File: config.mk
export PLATFORM = sky130hd
export DESIGN_NAME = stopwatch_lap_controller_flat
export DESIGN_NICKNAME = d
export VERILOG_FILES = /design/src/rtl/stopwatch_lap_controller_if.sv /design/src/rtl/stopwatch_lap_controller.sv /design/src/flat_wrapper.sv
export SDC_FILE = /design/constraint.sdc
export NUM_CORES = 1
export LEC_CHECK = 0
export ABC_AREA = 1
export CORE_ASPECT_RATIO = 1.1
export CORE_UTILIZATION = 60
export DETAILED_ROUTE_END_ITERATION = 10
export PLACE_DENSITY = 0.76
export SYNTH_ARGS = -nofsm -noshare
export SYNTH_HDL_FRONTEND = slang
export SYNTH_SLANG_ARGS = --single-unit
File: constraint.sdc
create_clock -name clk -period 4 [get_ports clk]
set_clock_uncertainty 0.1 [all_clocks]
set_input_delay 0.4 -clock clk [delete_from_list [all_inputs] [get_ports clk]]
set_output_delay 0.4 -clock clk [all_outputs]
set_load 0.02 [all_outputs]
File: src/rtl/stopwatch_lap_controller_if.sv
// Signal bundle between the button/counter side (master) and the stopwatch lap controller (slave).
`timescale 1ns/1ps
interface stopwatch_lap_controller_if #(
   parameter int AW = 3
);
   logic          tick_1ms;
   logic          start_edge;
   logic          lap_edge;
   logic          review_edge;
   logic [6:0]    live_cs;
   logic [5:0]    live_sec;
   logic [5:0]    live_min;
   logic          run_en;
   logic          clear;
   logic [6:0]    disp_cs;
   logic [5:0]    disp_sec;
   logic [5:0]    disp_min;
   logic          disp_is_lap;
   logic [AW-1:0] lap_idx;
   logic [AW:0]   lap_count;
   logic          lap_full;

   modport master (
      output tick_1ms, start_edge, lap_edge, review_edge, live_cs, live_sec, live_min,
      input  run_en, clear, disp_cs, disp_sec, disp_min, disp_is_lap, lap_idx, lap_count, lap_full
   );

   modport slave (
      input  tick_1ms, start_edge, lap_edge, review_edge, live_cs, live_sec, live_min,
      output run_en, clear, disp_cs, disp_sec, disp_min, disp_is_lap, lap_idx, lap_count, lap_full
   );
endinterface

File: src/rtl/stopwatch_lap_controller.sv
// Stopwatch sequencer: start/stop, lap capture with timed display hold, clear and lap review.
`timescale 1ns/1ps
module stopwatch_lap_controller #(
   parameter int LAP_DEPTH = 8,
   parameter int AW        = 3,
   parameter int HOLD_MS   = 3000
) (
   input logic                  clk,
   input logic                  rst,
   stopwatch_lap_controller_if.slave bus
);

   typedef enum logic [2:0] {IDLE, RUNNING, LAP_HOLD, PAUSED, REVIEW} state_t;

   typedef struct packed {
      logic [5:0] min;
      logic [5:0] sec;
      logic [6:0] cs;
   } lap_t;

   localparam int            HW         = $clog2(HOLD_MS + 1);
   localparam logic [HW-1:0] HOLD_LOAD  = HW'(HOLD_MS);
   localparam logic [HW-1:0] HOLD_ONE   = HW'(1);
   localparam logic [AW-1:0] IDX_ONE    = AW'(1);
   localparam logic [AW:0]   CNT_ONE    = (AW+1)'(1);
   localparam logic [AW:0]   CNT_DEPTH  = (AW+1)'(LAP_DEPTH);

   state_t        state, state_nxt;
   logic [HW-1:0] hold_cnt, hold_nxt;
   logic [AW:0]   count_nxt;
   logic [AW-1:0] idx_nxt;
   logic          capture;

   lap_t          lap_buf [LAP_DEPTH];
   lap_t          live, disp_nxt;
   logic          run_nxt, clear_nxt, is_lap_nxt, full_nxt;
   logic          st, lp, rv;

   assign live = {bus.live_min, bus.live_sec, bus.live_cs};

   // Coincident edges resolve start > lap > review; losers are dropped.
   assign st = bus.start_edge;
   assign lp = bus.lap_edge & ~bus.start_edge;
   assign rv = bus.review_edge & ~bus.start_edge & ~bus.lap_edge;

   // NOTE: every variable assigned in an always_comb gets a default first, so no path can infer a latch.
   always_comb begin
      state_nxt = state;
      hold_nxt  = hold_cnt;
      count_nxt = bus.lap_count;
      idx_nxt   = '0;
      capture   = 1'b0;
      unique case (state)
         IDLE: begin
            if (st) state_nxt = RUNNING;
         end
         RUNNING: begin
            if (st)                         state_nxt = PAUSED;
            else if (lp && !bus.lap_full)   capture   = 1'b1;
         end
         LAP_HOLD: begin
            if (st)                         state_nxt = PAUSED;
            else if (lp && !bus.lap_full)   capture   = 1'b1;
            else if (bus.tick_1ms) begin
               if (hold_cnt <= HOLD_ONE) begin
                  hold_nxt  = '0;
                  state_nxt = RUNNING;
               end else begin
                  hold_nxt  = hold_cnt - HOLD_ONE;
               end
            end
         end
         PAUSED: begin
            if (st) state_nxt = RUNNING;
            else if (lp) begin
               count_nxt = '0;
               state_nxt = IDLE;
            end else if (rv && (bus.lap_count != '0)) begin
               state_nxt = REVIEW;
            end
         end
         REVIEW: begin
            idx_nxt = bus.lap_idx;
            if (st)      state_nxt = RUNNING;
            else if (lp) state_nxt = PAUSED;
            else if (rv) idx_nxt = ({1'b0, bus.lap_idx} == (bus.lap_count - CNT_ONE)) ? '0
                                                                                     : bus.lap_idx + IDX_ONE;
         end
         default: state_nxt = IDLE;
      endcase

      // A capture reloads the hold even when a tick lands in the same cycle.
      if (capture) begin
         state_nxt = LAP_HOLD;
         hold_nxt  = HOLD_LOAD;
         count_nxt = bus.lap_count + CNT_ONE;
      end
      if (state_nxt == LAP_HOLD) idx_nxt = count_nxt[AW-1:0] - IDX_ONE;
   end

   always_comb begin
      disp_nxt   = live;
      is_lap_nxt = (state_nxt == LAP_HOLD) || (state_nxt == REVIEW);
      // The capture cycle bypasses the buffer so the new lap shows immediately.
      if (is_lap_nxt && !capture) disp_nxt = lap_buf[idx_nxt];
      run_nxt    = (state_nxt == RUNNING) || (state_nxt == LAP_HOLD);
      clear_nxt  = lp && ((state == IDLE) || (state == PAUSED));
      full_nxt   = (count_nxt == CNT_DEPTH);
   end

   // NOTE: sequential state uses non-blocking assignments so every flop samples pre-edge values.
   always_ff @(posedge clk) begin
      if (rst) begin
         state           <= IDLE;
         hold_cnt        <= '0;
         bus.run_en      <= 1'b0;
         bus.clear       <= 1'b0;
         bus.disp_cs     <= '0;
         bus.disp_sec    <= '0;
         bus.disp_min    <= '0;
         bus.disp_is_lap <= 1'b0;
         bus.lap_idx     <= '0;
         bus.lap_count   <= '0;
         bus.lap_full    <= 1'b0;
      end else begin
         state           <= state_nxt;
         hold_cnt        <= hold_nxt;
         bus.run_en      <= run_nxt;
         bus.clear       <= clear_nxt;
         bus.disp_cs     <= disp_nxt.cs;
         bus.disp_sec    <= disp_nxt.sec;
         bus.disp_min    <= disp_nxt.min;
         bus.disp_is_lap <= is_lap_nxt;
         bus.lap_idx     <= idx_nxt;
         bus.lap_count   <= count_nxt;
         bus.lap_full    <= full_nxt;
      end
   end

   // NOTE: the lap buffer has no reset; entries are only meaningful below lap_count.
   always_ff @(posedge clk) begin
      if (capture) lap_buf[bus.lap_count[AW-1:0]] <= live;
   end

endmodule
File: src/flat_wrapper.sv
// flat-port wrapper written by rule: the top's interface ports become plain ports
module stopwatch_lap_controller_flat 
#(
   parameter int LAP_DEPTH = 8,
   parameter int AW        = 3,
   parameter int HOLD_MS   = 3000
)
  (clk, rst, bus_tick_1ms, bus_start_edge, bus_lap_edge, bus_review_edge, bus_live_cs, bus_live_sec, bus_live_min, bus_run_en, bus_clear, bus_disp_cs, bus_disp_sec, bus_disp_min, bus_disp_is_lap, bus_lap_idx, bus_lap_count, bus_lap_full);
  stopwatch_lap_controller_if #(.AW(AW)) bus_i ();
  input logic clk;
  input logic rst;
  input wire logic [$bits(bus_i.tick_1ms)-1:0] bus_tick_1ms;
  input wire logic [$bits(bus_i.start_edge)-1:0] bus_start_edge;
  input wire logic [$bits(bus_i.lap_edge)-1:0] bus_lap_edge;
  input wire logic [$bits(bus_i.review_edge)-1:0] bus_review_edge;
  input wire logic [$bits(bus_i.live_cs)-1:0] bus_live_cs;
  input wire logic [$bits(bus_i.live_sec)-1:0] bus_live_sec;
  input wire logic [$bits(bus_i.live_min)-1:0] bus_live_min;
  output wire logic [$bits(bus_i.run_en)-1:0] bus_run_en;
  output wire logic [$bits(bus_i.clear)-1:0] bus_clear;
  output wire logic [$bits(bus_i.disp_cs)-1:0] bus_disp_cs;
  output wire logic [$bits(bus_i.disp_sec)-1:0] bus_disp_sec;
  output wire logic [$bits(bus_i.disp_min)-1:0] bus_disp_min;
  output wire logic [$bits(bus_i.disp_is_lap)-1:0] bus_disp_is_lap;
  output wire logic [$bits(bus_i.lap_idx)-1:0] bus_lap_idx;
  output wire logic [$bits(bus_i.lap_count)-1:0] bus_lap_count;
  output wire logic [$bits(bus_i.lap_full)-1:0] bus_lap_full;
  assign bus_i.tick_1ms = bus_tick_1ms;
  assign bus_i.start_edge = bus_start_edge;
  assign bus_i.lap_edge = bus_lap_edge;
  assign bus_i.review_edge = bus_review_edge;
  assign bus_i.live_cs = bus_live_cs;
  assign bus_i.live_sec = bus_live_sec;
  assign bus_i.live_min = bus_live_min;
  assign bus_run_en = bus_i.run_en;
  assign bus_clear = bus_i.clear;
  assign bus_disp_cs = bus_i.disp_cs;
  assign bus_disp_sec = bus_i.disp_sec;
  assign bus_disp_min = bus_i.disp_min;
  assign bus_disp_is_lap = bus_i.disp_is_lap;
  assign bus_lap_idx = bus_i.lap_idx;
  assign bus_lap_count = bus_i.lap_count;
  assign bus_lap_full = bus_i.lap_full;
  stopwatch_lap_controller #(.LAP_DEPTH(LAP_DEPTH), .AW(AW), .HOLD_MS(HOLD_MS)) u_core (.clk(clk), .rst(rst), .bus(bus_i));
endmodule
==> impl_metrics.env, run 1 <==
export IMPL_core_mm2=0.0146
export IMPL_ant_nets=0
export IMPL_fill_cells=1081
export IMPL_cts_hold_buffers=0
export IMPL_place_ws_ns=0.511
export IMPL_clock_latency_ns=0.43
export IMPL_vdd_ir_drop_max_mv=0.382
export IMPL_multi_input_area_mm2=0.00272
export IMPL_synth_edff_count=152
export IMPL_startpoint_type="input pin"
export IMPL_grt_pass1_vias=6297
export IMPL_final_cell_mix="nand3_1 (201), inv_1 (163), edfxtp_1 (152)"
export IMPL_netlist_area_mm2=0.00910
export IMPL_dp_hpwl_mm=11.8
export IMPL_numPortBuffers=54
export IMPL_finalWirelength_mm=20.2
export IMPL_remaining_drc_errors=0
export IMPL_vias=6587
export IMPL_avgSynthCellArea_um2=9.75
export IMPL_worst_hold_path_type="flop to flop"
export IMPL_maxSlewViolCount=0
export IMPL_path_max_fanout=14
export IMPL_muxShareOfSynthArea=0
export IMPL_start_util=0.623
export IMPL_die_area_mm2=0.0157
export IMPL_viasPerCell=5.54
export IMPL_finalCriticalPeriod_ns=3.09
export IMPL_synth_warnings=0
export IMPL_cts_clk_slew_worst_paths_ns=0.06
export IMPL_max_slew_margin=0.485
export IMPL_cts_repair_resized=0
export IMPL_h_tree_depth=4
export IMPL_synth_top_family_by_area="simple AND/OR/NAND/NOR gates"
export IMPL_ctsRootBufferMaster="clkbuf_16"
export IMPL_yosys_area_share_xor_xnor=0.0106
export IMPL_worstPathRequired_ns=4.20
export IMPL_first_pass_iters=5
export IMPL_grt_overflow=0
export IMPL_cts_setup_buffers=0
export IMPL_dieWidth_um=119
export IMPL_num_antenna_cells=0
export IMPL_critPathBufInv=4
export IMPL_layout_drive_gt1_share=0.100
export IMPL_cpPeakStageDelay_ns=0.59
export IMPL_max_slew_worst_pin_slew_ns=0.772
export IMPL_cts_sinks=197
export IMPL_grt_max_degree=78
export IMPL_p_total_mw=5.26
export IMPL_worst_slack_ns=0.908
export IMPL_rsz0062_at_grt="false"
export IMPL_criticalPathCategory="input pin to flop"
export IMPL_period_share=0.773
export IMPL_regArea_mm2=0.00547
export IMPL_synth_compound_area_frac=0.0489
export IMPL_place_area_mm2=0.00984
export IMPL_cts_buffers_inserted=17
export IMPL_fin_area_mm2=0.0104
export IMPL_synthFlopType="edfxtp_1"
export IMPL_nets=1017
export IMPL_yosys_register_bits=197
export IMPL_rows=46
export IMPL_power_density_mw_per_mm2=505
export IMPL_area_delta_synth_final_pct=14.3
export IMPL_avgRoutedWirePerCell_um=17.0
export IMPL_cp_arrival_ns=3.29
export IMPL_final_setup_viol_count=0
export IMPL_fmax_mhz=323
export IMPL_synth_nets=966
export IMPL_path_cells="clkdlybuf4s50_1 -> inv_2 -> nand3b_4 -> a21oi_4 -> inv_4 -> o21ai_0 -> o21ai_0 -> ha_1 -> xor2_1 -> nand2_1 -> nand2_1 -> buf_4 -> nand3_1 -> nand2_1 -> a21oi_2"
export IMPL_grt_pass1_wl_mm=32.3
export IMPL_io_pins=55
export IMPL_yosys_area_share_simple=0.226
export IMPL_status="finished clean"
export IMPL_die_h_um=131
export IMPL_tns_ns=0
export IMPL_final_common_cell="nand3_1"
export IMPL_syn_inst=934
export IMPL_crit_top_cell="nand2_1"
export IMPL_p_leak_nw=4.35
export IMPL_cp_slowest_cell="clkdlybuf4s50_1"
export IMPL_drt_initial_drc_count=544
export IMPL_crit_path_end_kind="flop"
export IMPL_drv_cap=0
export IMPL_routabilityCongestion=0.905
export IMPL_ys_async_sr_fraction=0
export IMPL_groute_usage_overall=0.270
export IMPL_antenna_found_initial=0
export IMPL_hold_viol=0
export IMPL_cts_tree="yes"
export IMPL_ys_seq_area_frac=0.600
export IMPL_yosysUniqueCellTypes=39
export IMPL_synth_adder_area_share=0.00962
export IMPL_cts_buffer_depth=2
export IMPL_crit_family="buffers and inverters"
==> flip-flops by register name, summed over array words and instances (netlist names) <==
name                    flops
u_core.lap_buf            152
u_core.hold_cnt            12
u_core.bus.disp_min         6
u_core.bus.lap_idx          3
u_core.bus.lap_count        4
u_core.bus.disp_cs          7
u_core.state                3
u_core.bus.lap_full         1
u_core.bus.disp_sec         6
u_core.bus.clear            1
u_core.bus.disp_is_lap      1
u_core.bus.run_en           1
==> worst min-delay path: cells and delay by family, from the launching register on <==
kind	cells	cell delay, ns
AO/OA/AOI/OAI	1	0.05
flip-flops	1	0.34
AND/OR/NAND/NOR	1	0.07
==> cells by family (layout without fill, tap and decap cells) <==
group	count (synthesis)	after routing
adders and majority gates	7	7
xor gates and xnor gates	11	11
buffers and inverters	221	285
and+or+nand+nor	423	423
DFF	197	197
AOI/OAI and AO/OA	75	75
==> area by class of cell <==
| cell class | count | area share |
|---|---|---|
| clock inverter | 6 | 0.00649 |
| clock buffer | 26 | 0.0481 |
| inverter | 174 | 0.0630 |
| tap | 192 | 0.0231 |
| multi-input combinational | 516 | 0.261 |
| timing repair buffer | 79 | 0.0735 |
| sequential | 197 | 0.525 |
==> power by group <==
part / switching (mW) / internal (mW) / leakage (nW)
Combinational: 0.824 / 0.457 / 2.34
Clock: 0.716 / 0.933 / 0.271
Sequential: 0.0482 / 2.28 / 1.74
==> cells in the mapped netlist, types with 2 or more instances <==
cell type | n | area share
o21a_1 | 2 | 0.0016
ha_1 | 7 | 0.0096
nand3_1 | 201 | 0.11
o21ai_0 | 28 | 0.015
a21oi_2 | 8 | 0.0077
buf_4 | 13 | 0.011
buf_1 | 3 | 0.0012
nor3_1 | 4 | 0.0022
buf_2 | 16 | 0.0088
a21oi_1 | 28 | 0.015
nor2_1 | 38 | 0.016
nand3b_1 | 20 | 0.016
a221oi_1 | 3 | 0.0029
buf_6 | 7 | 0.0087
a211oi_1 | 2 | 0.0016
dfxtp_1 | 45 | 0.099
nand3_2 | 4 | 0.0044
nand2_1 | 135 | 0.056
inv_1 | 163 | 0.067
nand4_1 | 3 | 0.0021
nor2_4 | 2 | 0.0025
inv_2 | 10 | 0.0041
nand2_4 | 2 | 0.0025
nand2_2 | 7 | 0.0048
xnor2_1 | 4 | 0.0038
nor2_2 | 2 | 0.0014
edfxtp_1 | 152 | 0.50
clkbuf_1 | 8 | 0.0033
xor2_1 | 7 | 0.0067
==> routing by layer <==
| layer | track usage | vias to the layer above | wire length (µm) |
|---|---|---|---|
| li1 | - | 3199 | - |
| met1 | 0.344 | 3084 | 8280 |
| met2 | 0.447 | 259 | 9990 |
| met3 | 0.0564 | 45 | 1350 |
| met4 | 0.112 | 0 | 561 |
| met5 | 0 | - | 0 |
==> metrics by stage <==
| stage | cells | util | hold WS (ns) |
|---|---|---|---|
| global route | 1190 | 0.712 | 0.445 |
| floorplan | 934 | - | 0.383 |
| detailed placement | 1158 | 0.673 | 0.406 |
| finish | 1190 | 0.712 | 0.409 |
| global placement | 1158 | 0.673 | 0.403 |
| CTS | 1190 | 0.712 | 0.417 |
==> final timing paths <==
path	start	to	slack (ns)	cells after the start
setup reg to reg	u_core.bus.lap_count[0]	u_core.bus.disp_min[1]	0.95	17
setup / recovery	bus_start_edge	u_core.bus.disp_min[2]	0.91	15
hold / removal	u_core.hold_cnt[9]	u_core.hold_cnt[9]	0.41	2
hold reg to reg	u_core.hold_cnt[9]	u_core.hold_cnt[9]	0.41	2
No activity file was read; power rests on OpenSTA's default activity.
==> inputs of run 2 (changes only) <==
Clock period 4 ns to 2.9 ns, I/O delays scaled along.
==> run 2 against run 1 <==
  * Die area is the same
  * Sequential share of layout area decreased by 1.0 points
  * Hold slack better by 0.021 ns
  * Final cell count grew 1.2%
  * Critical path type is now flop to flop
  * Highest routed layer unchanged
==> impl_metrics.env, run 2 (synthesis results as in run 1) <==
export IMPL_path_max_fanout=13
export IMPL_clock_latency_ns=0.44
export IMPL_finalCriticalPeriod_ns=2.72
export IMPL_cts_sinks=197
export IMPL_num_antenna_cells=0
export IMPL_avgRoutedWirePerCell_um=16.9
export IMPL_worst_slack_ns=0.183
export IMPL_max_slew_margin=0.428
export IMPL_drt_initial_drc_count=670
export IMPL_viasPerCell=5.61
export IMPL_final_setup_viol_count=0
export IMPL_status="finished clean"
export IMPL_area_delta_synth_final_pct=16.6
export IMPL_groute_usage_overall=0.272
export IMPL_cp_slowest_cell="dfxtp_1"
export IMPL_cts_tree="yes"
export IMPL_numPortBuffers=54
export IMPL_use_met2=0.465
export IMPL_maxSlewViolCount=0
export IMPL_final_cell_mix="nand3_1 (201), inv_1 (163), edfxtp_1 (152)"
export IMPL_grt_overflow=0
export IMPL_fmax_mhz=368
export IMPL_power_frac_comb=0.249
export IMPL_period_share=0.937
export IMPL_cts_hold_buffers=0
export IMPL_cp_arrival_ns=2.99
export IMPL_critPathBufInv=4
export IMPL_layout_drive_gt1_share=0.118
export IMPL_ant_nets=0
export IMPL_dieWidth_um=119
export IMPL_grt_util_met1=0.337
export IMPL_place_ws_ns=-0.0292
export IMPL_grt_pass1_vias=6604
export IMPL_vdd_ir_drop_max_mv=0.412
export IMPL_start_util=0.623
export IMPL_cts_buffer_depth=2
export IMPL_seqPwrFrac=0.431
export IMPL_h_tree_depth=4
export IMPL_max_slew_worst_pin_slew_ns=0.857
export IMPL_cts_setup_buffers=0
export IMPL_crit_top_cell="nand2_1"
export IMPL_dp_hpwl_mm=12.3
export IMPL_ctsRootBufferMaster="clkbuf_16"
export IMPL_vias=6752
export IMPL_remaining_drc_errors=0
export IMPL_rows=46
export IMPL_grt_pass1_wl_mm=32.7
export IMPL_path_cells="nor2_4 -> nand2_1 -> inv_1 -> nand2_1 -> inv_1 -> o21ai_0 -> o21ai_0 -> ha_1 -> xor2_1 -> nand2_1 -> nand2_1 -> inv_1 -> buf_4 -> nand3_1 -> nand2_1 -> a21oi_1"
export IMPL_cts_buffers_inserted=17
export IMPL_grt_most_used_layer="met2"
export IMPL_die_area_mm2=0.0157
export IMPL_criticalPathCategory="flop to flop"
export IMPL_hold_viol=0
export IMPL_largest_register_ffs=152
export IMPL_routabilityCongestion=0.909
export IMPL_worst_hold_path_type="flop to flop"
export IMPL_first_pass_iters=5
export IMPL_p_leak_nw=4.45
export IMPL_grt_max_degree=53
export IMPL_finalWirelength_mm=20.4
export IMPL_core_mm2=0.0146
export IMPL_grt_util_met3=0.0443
export IMPL_place_area_mm2=0.0100
export IMPL_cpPeakStageDelay_ns=0.46
export IMPL_startpoint_type="flop"
export IMPL_final_common_cell="nand3_1"
export IMPL_crit_path_end_kind="flop"
export IMPL_drv_cap=0
export IMPL_fin_area_mm2=0.0106
export IMPL_rsz0062_at_grt="false"
export IMPL_switching_share=0.309
export IMPL_p_switching_mw=2.30
export IMPL_p_clk_frac=0.320
export IMPL_die_h_um=131
export IMPL_worstPathRequired_ns=3.17
export IMPL_power_density_mw_per_mm2=701
export IMPL_cts_clk_slew_worst_paths_ns=0.07
export IMPL_antenna_found_initial=0
export IMPL_nets=1031
export IMPL_cts_repair_resized=0
export IMPL_power_internal_mw=5.14
export IMPL_crit_family="simple AND/OR/NAND/NOR gates"
export IMPL_io_pins=55
## run 2: changes by cell type in the layout (fill, tap and decap cells not counted), sizes merged
cell      before  now
buf           25   39
bufinv         1    2
clkinvlp       2    3
clkbuf        26   18
clkinv         1    4
inv          176  179
## run 2: per-stage QoR
step	total power [mW]	std cells	TNS, ns	util	hold WS [ns]
after floorplan	4.54	934	0	-	0.289
after global placement	5.07	1172	0	0.685	0.404
after detailed placement	5.10	1172	-0.132	0.685	0.417
after CTS	7.45	1204	0	0.726	0.435
after global routing	7.74	1204	0	0.726	0.468
final	7.44	1204	0	0.726	0.430
## run 2: area by class of cell
cell class / instances / area (µm²)
fill: 1063 / 4000
sequential: 197 / 5470
inverter: 174 / 656
clock inverter: 14 / 170
clock buffer: 18 / 429
timing repair buffer: 93 / 933
multi-input combinational: 516 / 2720
tap: 192 / 240
## run 2: path summary, 6_finish.rpt
check,start,end,slack [ns],cells after the start
worst max-delay path,u_core.state[2],u_core.bus.disp_min[3],0.18,16
worst min-delay path,u_core.hold_cnt[2],u_core.hold_cnt[2],0.43,2
worst max register to register,u_core.state[2],u_core.bus.disp_min[3],0.18,16
worst min register to register,u_core.hold_cnt[2],u_core.hold_cnt[2],0.43,2
## run 2: layer usage
layer,up-vias,part of all wire
met5,-,0
met4,0,0.029
met3,54,0.056
met2,242,0.51
met1,3228,0.41
li1,3228,-
## run 2: tightest hold or removal path, stage by stage, from the launching register on
cell	delay, ns
dfxtp_1	0.31
inv_1	0.08
o21a_1	0.12
## run 2: power by group through the flow
stage          Clock, mW  Sequential [mW]  Combinational (mW)
4_1_cts             2.40             3.21                1.85
6_report            2.38             3.21                1.85
5_1_grt             2.49             3.22                2.03
2_1_floorplan          0             3.34                1.20
3_3_place_gp           0             3.27                1.80
3_5_place_dp           0             3.27                1.83
